File: src/rtl/sdiomux_xcvr.sv
// ----------------------------------------------------------------------------
// sdiomux_xcvr
//
// Half-duplex serial transceiver for one shared SDIO-style data pad. It drives
// a frame out (TX) or samples a frame in (RX), never both. Every change of
// bus direction is followed by a TURN gap with both pad enables released.
//
// Parameters
//   WIDTH        frame data width in bits (2..32)
//   TURN_CYCLES  bus-turnaround gap in cycles (1..15)
//
// Optional feature
//   SDIOMUX_XCVR_PARITY_EN  when defined, an even-parity bit follows the LSB
//                           (frame length F = WIDTH+1). RX sets RX_PERR on a
//                           mismatch. When undefined F = WIDTH and RX_PERR
//                           is tied low.
//
// Ports
//   CLK        clock, all state changes on the rising edge
//   RST        synchronous active-high reset
//   TX_DATA    word to transmit, MSB first
//   TX_VALID   transmit request
//   TX_READY   high only in IDLE
//   RX_START   receive request, only looked at in IDLE
//   RX_DATA    last received word (holds between receptions)
//   RX_VALID   one-cycle pulse when RX_DATA updates
//   RX_PERR    parity error flag for the current RX_DATA
//   O_DAT      pad output data
//   O_EN       pad drive enable, active low
//   I_EN       pad input enable, active low
//   I_DAT      pad input data, asynchronous to CLK
//   BUSY       high in every state except IDLE
//   dbg_state  current FSM state (0 IDLE, 1 TX, 2 RX, 3 TURN)
//
// Handshake: a word is taken when TX_VALID and TX_READY are both high at a
// rising edge of CLK; TX_VALID wins over RX_START in the same cycle.
// All outputs come straight from flops.
// ----------------------------------------------------------------------------
module sdiomux_xcvr #(
    parameter int WIDTH       = 8,
    parameter int TURN_CYCLES = 2
) (
    input  logic             CLK,
    input  logic             RST,
    input  logic [WIDTH-1:0] TX_DATA,
    input  logic             TX_VALID,
    output logic             TX_READY,
    input  logic             RX_START,
    output logic [WIDTH-1:0] RX_DATA,
    output logic             RX_VALID,
    output logic             RX_PERR,
    output logic             O_DAT,
    output logic             O_EN,
    output logic             I_EN,
    input  logic             I_DAT,
    output logic             BUSY,
    output logic [1:0]       dbg_state
);

`ifdef SDIOMUX_XCVR_PARITY_EN
    localparam int PAR_BITS = 1;
`else
    localparam int PAR_BITS = 0;
`endif
    localparam int F = WIDTH + PAR_BITS;

    // Last value of the shared cycle counter in each timed state.
    localparam logic [5:0] TX_LAST   = 6'(F - 1);
    localparam logic [5:0] RX_LAST   = 6'(F + 1);
    localparam logic [5:0] TURN_LAST = 6'(TURN_CYCLES - 1);

    typedef enum logic [1:0] {
        S_IDLE = 2'd0,
        S_TX   = 2'd1,
        S_RX   = 2'd2,
        S_TURN = 2'd3
    } state_t;

    state_t         state;
    logic [5:0]     cnt;
    logic [F-1:0]   tx_sh;
    logic [F-2:0]   rx_sh;
    logic           sync1;
    logic           sync2;
    logic [F-1:0]   tx_frame;
    logic [F-1:0]   rx_word;

`ifdef SDIOMUX_XCVR_PARITY_EN
    assign tx_frame = {TX_DATA, ^TX_DATA};
`else
    assign tx_frame = TX_DATA;
    assign RX_PERR  = 1'b0;
`endif

    // Frame as it stands once the current synchronizer output is shifted in;
    // used both for the shift and for the final word at the end of RX.
    assign rx_word   = {rx_sh, sync2};
    assign dbg_state = state;

    always_ff @(posedge CLK) begin
        if (RST) begin
            state    <= S_IDLE;
            cnt      <= '0;
            tx_sh    <= '0;
            rx_sh    <= '0;
            sync1    <= 1'b0;
            sync2    <= 1'b0;
            TX_READY <= 1'b1;
            BUSY     <= 1'b0;
            O_DAT    <= 1'b0;
            O_EN     <= 1'b1;
            I_EN     <= 1'b1;
            RX_DATA  <= '0;
            RX_VALID <= 1'b0;
`ifdef SDIOMUX_XCVR_PARITY_EN
            RX_PERR  <= 1'b0;
`endif
        end else begin
            // I_DAT comes from the pad with no timing relation to CLK.
            sync1    <= I_DAT;
            sync2    <= sync1;
            RX_VALID <= 1'b0;

            case (state)
                S_IDLE: begin
                    if (TX_VALID && TX_READY) begin
                        // First bit goes out on the accept edge itself.
                        state    <= S_TX;
                        TX_READY <= 1'b0;
                        BUSY     <= 1'b1;
                        O_EN     <= 1'b0;
                        O_DAT    <= tx_frame[F-1];
                        tx_sh    <= {tx_frame[F-2:0], 1'b0};
                        cnt      <= '0;
                    end else if (RX_START) begin
                        state    <= S_RX;
                        TX_READY <= 1'b0;
                        BUSY     <= 1'b1;
                        I_EN     <= 1'b0;
                        rx_sh    <= '0;
                        cnt      <= '0;
                    end
                end

                S_TX: begin
                    if (cnt == TX_LAST) begin
                        state <= S_TURN;
                        O_EN  <= 1'b1;
                        O_DAT <= 1'b0;
                        cnt   <= '0;
                    end else begin
                        O_DAT <= tx_sh[F-1];
                        tx_sh <= {tx_sh[F-2:0], 1'b0};
                        cnt   <= cnt + 6'd1;
                    end
                end

                S_RX: begin
                    // The first two synchronizer outputs predate the remote
                    // driver's first bit and are skipped.
                    if (cnt >= 6'd2) begin
                        rx_sh <= rx_word[F-2:0];
                    end
                    if (cnt == RX_LAST) begin
                        state    <= S_TURN;
                        I_EN     <= 1'b1;
                        RX_DATA  <= rx_word[F-1 -: WIDTH];
                        RX_VALID <= 1'b1;
`ifdef SDIOMUX_XCVR_PARITY_EN
                        // Even parity: an odd count of ones is an error.
                        RX_PERR  <= ^rx_word;
`endif
                        cnt      <= '0;
                    end else begin
                        cnt <= cnt + 6'd1;
                    end
                end

                S_TURN: begin
                    if (cnt == TURN_LAST) begin
                        state    <= S_IDLE;
                        TX_READY <= 1'b1;
                        BUSY     <= 1'b0;
                        cnt      <= '0;
                    end else begin
                        cnt <= cnt + 6'd1;
                    end
                end

                default: begin
                    state    <= S_IDLE;
                    TX_READY <= 1'b1;
                    BUSY     <= 1'b0;
                    O_EN     <= 1'b1;
                    I_EN     <= 1'b1;
                    O_DAT    <= 1'b0;
                    cnt      <= '0;
                end
            endcase
        end
    end

endmodule

File: config.mk
export PLATFORM = sky130hd
export DESIGN_NAME = sdiomux_xcvr
export DESIGN_NICKNAME = d
export VERILOG_FILES = /design/src/rtl/sdiomux_xcvr.sv
export SDC_FILE = /design/constraint.sdc
export NUM_CORES = 1
export LEC_CHECK = 0
export ABC_AREA = 0
export CORE_ASPECT_RATIO = 1.5
export CORE_MARGIN = 2
export CORE_UTILIZATION = 35
export CTS_BUF_LIST = sky130_fd_sc_hd__clkbuf_16
export DETAILED_ROUTE_END_ITERATION = 10
export GPL_TIMING_DRIVEN = 0
export PLACE_DENSITY = 0.58
export SYNTH_ARGS = -nofsm -noshare
export SYNTH_HDL_FRONTEND = slang
export SYNTH_SLANG_ARGS = --single-unit
File: constraint.sdc
create_clock -name CLK -period 6.38 [get_ports CLK]
set_clock_uncertainty 0.05 [all_clocks]
set_input_delay 1.276 -clock CLK [delete_from_list [all_inputs] [get_ports CLK]]
set_output_delay 1.276 -clock CLK [all_outputs]
set_load 0.005 [all_outputs]
==> out/metrics.csv <==
stage,metric,value,unit
status,status,"finished, final reports clean",
worst_setup_path,crit path max-delay cell type,nor4_1,
layout,# fillers,486,
power_and_ir_drop,PD cells,398,nW/um2
grt,number of global-route vias before repair,1367,
layout,share of layout cells above drive strength 1,0.0783,
synth,"Seq/Total Area, Yosys",0.427,
routing,WL per Instance,13.3,um
timing,Worst-Margin Slew,0.868,ns
synth,number of synthesized register bits,38,
routing,DRC errors left,0,
layout,synthesis-to-layout area growth,27.8,%
routing,Vias,1504,
timing,Hold Fails Final Rpt,0,
hold_path,Hold/Removal Path Class,reg2reg,
layout,Nets,250,
worst_setup_path,"slowest stage delay, CP",0.77,ns
worst_setup_path,crit path cell chain,clkdlybuf4s50_1 > a21bo_2 > buf_4 > nor2_1 > nor4_1 > nor3_1,
routing,Iter 0 DRT Violations,38,
place,PortBufs,27,
routing,router iterations before antenna repair,4,
synth,syn_nets,216,
synth,synth top area cells,"dfxtp_1 (43%), mux2i_1 (7.9%), ha_1 (5.6%)",
grt,grt ovf,0,
clock_network,Root Buffer,clkbuf_16,
synth,Post-Synthesis Cells,195,
grt,largest net degree at the start of global routing,13,
timing,relative slew slack,0.416,
routing,WL final,3950,um
place,Post-DP HPWL,2900,um
synth,yosys warns,0,
clock_network,CTS buffer count,5,
timing,unrepaired setup endpoints after global routing,false,
timing,Setup TNS,0,ns
timing,max-slew violations,0,
synth,Synth top area share,0.427,
clock_network,post-CTS resize count,0,
timing,Tcrit/Tclk final,0.481,
worst_setup_path,Worst Setup Start Kind,input pin,
die,Core Rows,31,
clock_network,CTS tree,yes,
power_and_ir_drop,Leak,0.000918,uW
worst_setup_path,Setup Crit Path Kind,in2reg,
power_and_ir_drop,Worst VDD drop,0.165,mV
synth,Mean Syn Cell Area,9.13,um2
worst_setup_path,Crit path required time,6.46,ns
die,starting density of the core,0.367,
die,DIE WIDTH,62.2,um
synth,Netlist Area Pre-Place,1780,um2
clock_network,H-tree Lvls,2,
timing,Final setup viols,0,
synth,Post-synth ARST share,0,
clock_network,clock latency on the worst-skew pair,0.28,ns
worst_setup_path,R2R Setup Slk,4.00,ns
worst_setup_path,Worst setup EP type,register,
grt,initial antenna violation count,0,
die,Die ar.,5690,um2
routing,ANT nets after route,0,
worst_setup_path,"Max FO, Critical Path",9,
die,I/O pin cnt,30,
place,gpl congestion,0.778,
timing,Tmin final,3.07,ns
grt,global-route wire length before repair,6580,um
clock_network,Sink Count,38,
clock_network,hold_buf cts,0,
layout,n_diodes,0,
synth,Main synth FF type,dfxtp_1,
layout,final core utilization,0.469,
clock_network,Post-CTS Setup Inserts,0,
die,Core Footprint,4850,um2
routing,routed vias/inst,5.08,
timing,fmax,0.326,GHz
grt,GRT Total Usage,0.146,
clock_network,Longest Clk Path Bufs,2,
synth,Synth area leader,dfxtp_1,
flow_run,Max-cap violations,0,
synth,Synth cell types,45,
clock_network,Clock transition at path regs,0.05,ns
die,Die Ht,91.4,um
synth,"EDFF count, synth",0,
worst_setup_path,CP arrival,3.14,ns
==> sequential cells by signal, summed over array words and instances, names as in the netlist <==
| register | cells |
|---|---|
| BUSY | 1 |
| O_DAT | 1 |
| sync2 | 1 |
| cnt | 6 |
| O_EN | 1 |
| RX_DATA | 8 |
| TX_READY | 1 |
| sync1 | 1 |
| dbg_state | 2 |
| RX_VALID | 1 |
| I_EN | 1 |
| tx_sh | 7 |
| rx_sh | 7 |
==> critical path, delay by kind of cell <==
family | cells | cell delay, ns
buffers and inverters | 2 | 0.69
and+or+nand+nor | 3 | 1.02
AOI/OAI and AO/OA | 1 | 0.16
==> synthesized netlist by cell type (2+ instances only) <==
cell type and instances:
clkbuf_1 4, nand2_1 3, a21oi_1 10, xor2_1 2
nor4_1 2, xnor2_1 2, o21ai_0 8, and3_1 2
buf_2 3, inv_1 10, a211oi_1 7, dfxtp_1 38
a31oi_1 2, nor2_1 20, nand3_1 15, a21boi_0 2
o211ai_1 2, nor2b_1 3, a221oi_1 3, nor3_1 6
ha_1 8, or3_1 2, mux2i_1 14, nand2b_1 2
buf_4 2, a21o_1 4
==> layer usage <==
metal  up-vias  global-route usage  wire (um)
met1       698               0.173       1770
met5         -                   0          0
li1        768                   -          -
met3         6              0.0273        137
met2        32               0.252       1950
met4         0              0.0722         87
==> cells by family after synthesis <==
logic type	Yosys count	synth area share
adder cells (fa/ha/maj)	8	0.0562
flip-flops	38	0.427
AO/OA/AOI/OAI	48	0.186
multiplexers	14	0.0787
other	1	0.00211
XOR/XNOR	4	0.0197
AND/OR/NAND/NOR	61	0.175
buffers and inverters	21	0.0548
==> cell usage in the layout, fill, tap and decap left out, drive strengths merged, types with 3 or more instances in the layout <==
cell type and instances:
dfxtp 38, clkdlybuf4s50 27, nor2 20, nand3 15, mux2i 14, a21oi 11, inv 10, clkbuf 9
o21ai 8, ha 8, a211oi 7, nor3 7, buf 7, a21o 4, nor2b 3, nand2 3
a221oi 3, a21boi 3
==> final cells by class <==
cell class,instances,area (um2),share of cell area
buffer,11,60.1,0.0264
clock buffer,5,125,0.0550
clock inverter,3,16.3,0.00715
inverter,10,37.5,0.0165
multi-input combinational,136,922,0.405
sequential,38,761,0.334
tap,66,82.6,0.0363
timing repair buffer,27,270,0.119
==> path summary, 6_finish.rpt <==
path / startpoint / to / cells after the start
setup / recovery: TX_VALID / cnt[5] / 6
hold / removal: sync1 / sync2 / 1
setup reg to reg: dbg_state[0] / cnt[5] / 7
hold reg to reg: sync1 / sync2 / 1
==> metrics by stage <==
step	hold WS [ns]	cells	worst slack (ns)	cell area [um2]	power [uW]
global route	0.410	296	3.07	2270	975
CTS	0.388	296	3.28	2270	911
global placement	0.380	288	3.00	2130	666
finish	0.384	296	3.31	2270	904
floorplan	0.364	195	3.86	1780	561
detailed placement	0.375	288	3.00	2130	672
==> report_power, final <==
part / leakage (uW) / switching, uW / internal [uW] / total, uW
logic: 0.000541 / 201 / 158 / 359
registers: 0.000310 / 30.0 / 280 / 310
clock network: 0.0000672 / 93.5 / 142 / 236
total: 0.000918 / 324 / 580 / 904
No activity file was read; power rests on OpenSTA's default activity.
